===== src/rtl/vga_timing_pkg.sv =====
// Shared 640x480@60 timing defaults, derived totals and sync polarity encoding
// for the VGA raster timing generator.
package vga_timing_pkg;

  localparam int COUNT_W = 10;
  localparam int MAX_TOTAL = 1 << COUNT_W;

  localparam int DEF_H_VISIBLE = 640;
  localparam int DEF_H_FRONT   = 16;
  localparam int DEF_H_SYNC    = 96;
  localparam int DEF_H_BACK    = 48;
  localparam int DEF_V_VISIBLE = 480;
  localparam int DEF_V_FRONT   = 10;
  localparam int DEF_V_SYNC    = 2;
  localparam int DEF_V_BACK    = 33;

  localparam int H_TOTAL = DEF_H_VISIBLE + DEF_H_FRONT + DEF_H_SYNC + DEF_H_BACK;
  localparam int V_TOTAL = DEF_V_VISIBLE + DEF_V_FRONT + DEF_V_SYNC + DEF_V_BACK;

  // Sync windows are half-open: [START, END)
  localparam int H_SYNC_START = DEF_H_VISIBLE + DEF_H_FRONT;
  localparam int H_SYNC_END   = H_SYNC_START + DEF_H_SYNC;
  localparam int V_SYNC_START = DEF_V_VISIBLE + DEF_V_FRONT;
  localparam int V_SYNC_END   = V_SYNC_START + DEF_V_SYNC;

  typedef enum logic {
    SYNC_ACTIVE_LOW  = 1'b0,
    SYNC_ACTIVE_HIGH = 1'b1
  } sync_pol_e;

  localparam sync_pol_e DEF_SYNC_POL = SYNC_ACTIVE_LOW;

  function automatic logic sync_level(input sync_pol_e pol, input logic active);
    return active ? logic'(pol) : ~logic'(pol);
  endfunction

endpackage


===== src/rtl/vga_axis_counter.sv =====
// One raster axis: position counter with wrap flag plus registered sync and
// visible-region flags that describe the same position as count.
module vga_axis_counter
  import vga_timing_pkg::*;
#(
  parameter int VISIBLE = DEF_H_VISIBLE,
  parameter int FRONT   = DEF_H_FRONT,
  parameter int SYNC    = DEF_H_SYNC,
  parameter int BACK    = DEF_H_BACK
) (
  input  logic               clk,
  input  logic               rst_n,
  input  logic               step,
  output logic [COUNT_W-1:0] count,
  output logic               wrap,
  output logic               sync_active,
  output logic               active
);

  localparam int TOTAL      = VISIBLE + FRONT + SYNC + BACK;
  localparam int SYNC_START = VISIBLE + FRONT;
  localparam int SYNC_END   = SYNC_START + SYNC;

  generate
    if (TOTAL >= MAX_TOTAL) begin : g_total_too_large
      $error("vga_axis_counter: total %0d does not fit a %0d-bit counter", TOTAL, COUNT_W);
    end
  endgenerate

  localparam logic [COUNT_W-1:0] LAST_V       = COUNT_W'(TOTAL - 1);
  localparam logic [COUNT_W-1:0] VISIBLE_V    = COUNT_W'(VISIBLE);
  localparam logic [COUNT_W-1:0] SYNC_START_V = COUNT_W'(SYNC_START);
  localparam logic [COUNT_W-1:0] SYNC_END_V   = COUNT_W'(SYNC_END);

  // Flag values for position 0, used at reset
  localparam logic RST_SYNC   = (SYNC_START == 0) && (SYNC_END > 0);
  localparam logic RST_ACTIVE = (VISIBLE > 0);

  logic [COUNT_W-1:0] count_next;

  assign wrap = (count == LAST_V);

  always_comb begin
    count_next = count;
    if (step) begin
      count_next = wrap ? '0 : count + 1'b1;
    end
  end

  // Flags are derived from count_next so they land in the same cycle as count
  always_ff @(posedge clk) begin
    if (!rst_n) begin
      count       <= '0;
      sync_active <= RST_SYNC;
      active      <= RST_ACTIVE;
    end else begin
      count       <= count_next;
      sync_active <= (count_next >= SYNC_START_V) && (count_next < SYNC_END_V);
      active      <= (count_next < VISIBLE_V);
    end
  end

endmodule


===== src/rtl/vga_timing.sv =====
// VGA raster timing generator: horizontal/vertical counters, polarity-adjusted
// syncs, display enable, line/frame ticks and a wrapping frame counter.
module vga_timing
  import vga_timing_pkg::*;
#(
  parameter int        H_VISIBLE = DEF_H_VISIBLE,
  parameter int        H_FRONT   = DEF_H_FRONT,
  parameter int        H_SYNC    = DEF_H_SYNC,
  parameter int        H_BACK    = DEF_H_BACK,
  parameter int        V_VISIBLE = DEF_V_VISIBLE,
  parameter int        V_FRONT   = DEF_V_FRONT,
  parameter int        V_SYNC    = DEF_V_SYNC,
  parameter int        V_BACK    = DEF_V_BACK,
  parameter sync_pol_e SYNC_POL  = DEF_SYNC_POL
) (
  input  logic       clk,
  input  logic       rst_n,
  input  logic       pix_en,
  output logic [9:0] x_px,
  output logic [9:0] y_px,
  output logic       hsync,
  output logic       vsync,
  output logic       display_on,
  output logic       line_tick,
  output logic       frame_tick,
  output logic [7:0] frame_count
);

  logic h_wrap;
  logic h_sync_active;
  logic h_active;
  logic v_step;
  logic v_wrap;
  logic v_sync_active;
  logic v_active;

  // The vertical axis advances only on an enabled last pixel of the line
  assign v_step = h_wrap & pix_en;

  vga_axis_counter #(
    .VISIBLE(H_VISIBLE),
    .FRONT  (H_FRONT),
    .SYNC   (H_SYNC),
    .BACK   (H_BACK)
  ) u_h_axis (
    .clk        (clk),
    .rst_n      (rst_n),
    .step       (pix_en),
    .count      (x_px),
    .wrap       (h_wrap),
    .sync_active(h_sync_active),
    .active     (h_active)
  );

  vga_axis_counter #(
    .VISIBLE(V_VISIBLE),
    .FRONT  (V_FRONT),
    .SYNC   (V_SYNC),
    .BACK   (V_BACK)
  ) u_v_axis (
    .clk        (clk),
    .rst_n      (rst_n),
    .step       (v_step),
    .count      (y_px),
    .wrap       (v_wrap),
    .sync_active(v_sync_active),
    .active     (v_active)
  );

  assign hsync      = sync_level(SYNC_POL, h_sync_active);
  assign vsync      = sync_level(SYNC_POL, v_sync_active);
  assign display_on = h_active & v_active;
  assign line_tick  = h_wrap & pix_en;
  assign frame_tick = line_tick & v_wrap;

  always_ff @(posedge clk) begin
    if (!rst_n) begin
      frame_count <= '0;
    end else if (frame_tick) begin
      frame_count <= frame_count + 8'd1;
    end
  end

endmodule


===== config.mk =====
export PLATFORM = sky130hd
export DESIGN_NAME = vga_timing
export DESIGN_NICKNAME = d
export VERILOG_FILES = /design/src/rtl/vga_timing_pkg.sv /design/src/rtl/vga_axis_counter.sv /design/src/rtl/vga_timing.sv
export SDC_FILE = /design/constraint.sdc
export NUM_CORES = 1
export LEC_CHECK = 0
export CORE_ASPECT_RATIO = 1.75
export CORE_UTILIZATION = 45
export DETAILED_ROUTE_END_ITERATION = 7
export PLACE_DENSITY = 0.75
export SYNTH_ARGS = -nofsm -noshare
export SYNTH_HDL_FRONTEND = slang
export SYNTH_SLANG_ARGS = --single-unit

===== constraint.sdc =====
create_clock -name clk -period 1.95 [get_ports clk]
set_input_delay 0.39 -clock clk [delete_from_list [all_inputs] [get_ports clk]]
set_output_delay 0.39 -clock clk [all_outputs]
set_load 0.03 [all_outputs]

==> results by group <==
CTS
  – Clk slew on worst S/H paths: 60 ps
  – Clk buf depth: 2
  – Clock sink count: 32
  – Total CTS buffers: 5
  – TritonCTS clock tree: yes
  – Number of levels in the clock H-tree: 2
  – Root Buffer Master: sky130_fd_sc_hd__clkbuf_8
  – Clock Latency Late Sink: 280 ps
  – Number of hold buffers added after cts: 0

Logic synthesis
  – Yosys warnings: 0
  – Post-synthesis cell count: 190
  – Mean cell area of the mapped netlist: between 9 and 10 um^2
  – Cells taking the most area after synthesis: sky130_fd_sc_hd__dfxtp_1 37%, sky130_fd_sc_hd__xnor2_1 6.7%, sky130_fd_sc_hd__and2_1 5.9%
  – Part of the Yosys area used for sequential elements: 0.375
  – Summed instance area of the synthesized netlist: 0.00171 mm^2
  – Cell with the most instances after synthesis: sky130_fd_sc_hd__dfxtp_1
  – Area share of the leading cell type in the synthesized netlist: 0.375
  – Net count after synthesis: 197
  – Cell variety after synth: 49
  – Dominant cell type by area after synthesis: sky130_fd_sc_hd__dfxtp_1
  – Top cells by instance count after synthesis: 32 x sky130_fd_sc_hd__dfxtp_1, 16 x sky130_fd_sc_hd__and2_1, 13 x sky130_fd_sc_hd__xnor2_1, 11 x sky130_fd_sc_hd__nand2_1, 11 x sky130_fd_sc_hd__nand4_1
  – Synth Register Bits: 32
  – FFs w/ async S/R, synth: 0
  – Post-synth EDFFs: 0
  – Prevailing post-synth register cell: sky130_fd_sc_hd__dfxtp_1

Cells and area
  – Share of layout cells above drive strength 1: 0.288
  – Utilization after layout: 0.698
  – Filler Cell Count: 299
  – Relative area change from synthesis to final layout: 48.1%
  – Nets: 267
  – Antenna cells: 0

Run status
  – Violations in the final reports: negative setup slack
  – Outcome: finished, violations left

Routing
  – Total via count in the routed design: 1653
  – 1st-iter DRT viols: 15
  – Post-detailed-route count of antenna-violating nets: 0
  – Via count normalized by instance count: 5.40
  – First-pass DRT Iterations: 4
  – Routed Wire Length: 4.20 mm
  – Detail-routed net length per standard cell: 13.7 um
  – DRC violation count after routing: 0

Hold path
  – Min-Delay Path Class: flop to flop

Worst setup path
  – Worst r2r src: u_h_axis.count[0]
  – Critical path fanouts, max: 3
  – Critical Path End: line_tick
  – Register-to-Register Path Depth: 7
  – Critical path launch point: u_h_axis.count[0]
  – Crit path launch type: flop
  – Reg2Reg Capture Point: u_v_axis.sync_active
  – Element type at the critical path end: primary output
  – CP Data Arrival Time: approximately 1700 ps
  – Category of the critical setup timing path: flop to primary output
  – Worst reg-to-reg setup slack: -90 ps
  – Data required time at the worst endpoint: 1560 ps

Global route
  – Global routing usage on met2: 0.423
  – Antenna violations before repair: 0
  – Most Crowded Layer GR: met2
  – GRT Residual Overflow: 0
  – Pin count of the biggest net entering global routing: 23
  – Met3 Resource Use GR: 0.0474
  – Global-route wire length before repair: 7.00 mm
  – Via count of the first global-routing pass: 1559
  – Met1 Use GR: 0.215
  – Tot GR Track Use: 0.226

STA
  – Worst path setup slack after routing: -106 ps
  – Slew margin rel.: 0.680
  – Ratio of final minimum period to clock period: 1.05
  – Min Clock Period, post-route: 2060 ps
  – Clock skew after layout: slightly above 7 ps
  – Number of failing hold endpoints at the final stage: 0
  – Final-report max-slew violation count: 0
  – RSZ-0062 raised after global routing: yes
  – Count of endpoints failing setup in the final report: 5
  – Achievable clock frequency: 486 MHz
  – Transition time of the tightest slew-check pin: 479 ps

Floorplan
  – CORE AREA: 0.00363 mm^2
  – Starting density of the core: 0.471
  – I/O pin cnt: 36
  – Die Y-Extent: 83.6 um
  – Area of the die: 0.00406 mm^2
  – Number of rows created at floorplan: 29
  – Width of the die: 48.6 um

Place
  – Final Wtd Congestion: a little over 0.8
  – HPWL Detailed: between 3 and 4 mm
  – Count of input and output buffers: 35

Power
  – Leakage power total: 0.00101 uW
  – Power consumption: 1220 uW
  – Worst vdd ir: 0.000524 V
  – Power density over the cells: between 400 and 500 mW/mm^2

Run
  – Max Cap Violations: 0
==> flip-flops by register name (all words and copies together), names as in the netlist <==
signal / count
u_v_axis.sync_active: 1
u_h_axis.active: 1
u_v_axis.count: 10
u_v_axis.active: 1
u_h_axis.sync_active: 1
u_h_axis.count: 10
frame_count: 8
==> area by class of cell <==
class                   instances  area, um^2  area share
repair buffers                 72         652       0.257
inverters                      11        43.8      0.0173
well taps                      46        57.6      0.0227
multi-input cells             138        1040       0.410
flip-flops and latches         32         663       0.262
clock buffers                   6        72.6      0.0286
clock inverters                 1        5.00     0.00198
==> per-stage QoR <==
stage                     cell area, um^2  instances  setup WS (ps)  setup TNS (ps)  hold slack, ps
after detailed placement             2370        294           -495           -9520             512
after CTS                            2500        304           -134            -537             529
after global placement               2370        294           -457           -9040             488
after floorplan                      1790        190          -59.1            -430             553
final                                2530        306           -106            -359             525
after global routing                 2530        306           -164            -706             558
==> worst min path at each step <==
stage | startpoint | to | slack [ps] | depth (start not counted)
finish | frame_count[1] | frame_count[1] | 520 | 2
global route | frame_count[1] | frame_count[1] | 560 | 2
CTS | frame_count[1] | frame_count[1] | 530 | 2
detailed placement | frame_count[1] | frame_count[1] | 510 | 2
global placement | frame_count[1] | frame_count[1] | 490 | 2
floorplan | rst_n | u_v_axis.count[1] | 550 | 2
==> cell families after synthesis <==
family | after synthesis | synth area share
DFF | 32 | 0.375
AOI/OAI and AO/OA | 33 | 0.141
xor gates and xnor gates | 16 | 0.0819
adders and majority gates | 4 | 0.0293
and+or+nand+nor | 84 | 0.312
buffers and inverters | 20 | 0.0556
muxes | 1 | 0.00585
==> critical path, stage by stage (launching register included) <==
cell and delay, ps:
sky130_fd_sc_hd__dfxtp_4 350, sky130_fd_sc_hd__ha_4 150, sky130_fd_sc_hd__nand2_4 40, sky130_fd_sc_hd__or4_4 510, sky130_fd_sc_hd__inv_4 110, sky130_fd_sc_hd__buf_12 110, sky130_fd_sc_hd__buf_8 110
==> metal layers <==
layer  vias to the layer above  wire length (um)
met5                         -                 0
met4                         0               115
met3                         9               132
met2                        39              2360
met1                       784              1590
li1                        821                 -
==> repair_timing <==
action                     CTS  global route
pin swaps                    3             5
setup endpoints to repair   21            13
buffers inserted             3             2
resized for setup            9             5
==> where the power goes <==
part	leakage, uW	switching [uW]	total [uW]	internal (uW)
registers	0.000265	7.05	666	659
clock network	0.0000410	230	472	242
logic	0.000707	44.0	84.7	40.6
==> cells in the final DEF (no fill, tap or decap), types with 2 or more instances in the layout <==
cell type | Yosys | final
sky130_fd_sc_hd__a31oi_1 | 2 | 2
sky130_fd_sc_hd__nand4_1 | 11 | 11
sky130_fd_sc_hd__nor4_4 | 2 | 3
sky130_fd_sc_hd__a21o_1 | 2 | 2
sky130_fd_sc_hd__dfxtp_2 | 0 | 9
sky130_fd_sc_hd__nand2_4 | 0 | 2
sky130_fd_sc_hd__nand2_1 | 11 | 10
sky130_fd_sc_hd__xnor2_1 | 13 | 13
sky130_fd_sc_hd__o31a_1 | 2 | 2
sky130_fd_sc_hd__clkdlybuf4s50_1 | 0 | 31
sky130_fd_sc_hd__a21oi_1 | 4 | 3
sky130_fd_sc_hd__and4_1 | 2 | 2
sky130_fd_sc_hd__nand3_1 | 9 | 9
sky130_fd_sc_hd__dfxtp_1 | 32 | 20
sky130_fd_sc_hd__nor2_1 | 10 | 10
sky130_fd_sc_hd__a211o_1 | 2 | 2
sky130_fd_sc_hd__ha_1 | 4 | 3
sky130_fd_sc_hd__xor2_1 | 3 | 3
sky130_fd_sc_hd__inv_1 | 10 | 9
sky130_fd_sc_hd__buf_4 | 3 | 35
sky130_fd_sc_hd__o21ai_0 | 7 | 7
sky130_fd_sc_hd__o21a_1 | 2 | 2
sky130_fd_sc_hd__clkbuf_8 | 0 | 5
sky130_fd_sc_hd__or4_1 | 5 | 4
sky130_fd_sc_hd__nand4bb_1 | 2 | 2
sky130_fd_sc_hd__dfxtp_4 | 0 | 3
sky130_fd_sc_hd__and3_1 | 4 | 4
sky130_fd_sc_hd__nor3_2 | 1 | 2
sky130_fd_sc_hd__and2_1 | 16 | 15
sky130_fd_sc_hd__buf_6 | 1 | 2
sky130_fd_sc_hd__nor3_1 | 3 | 2
Power figures use the tool's default switching activity.
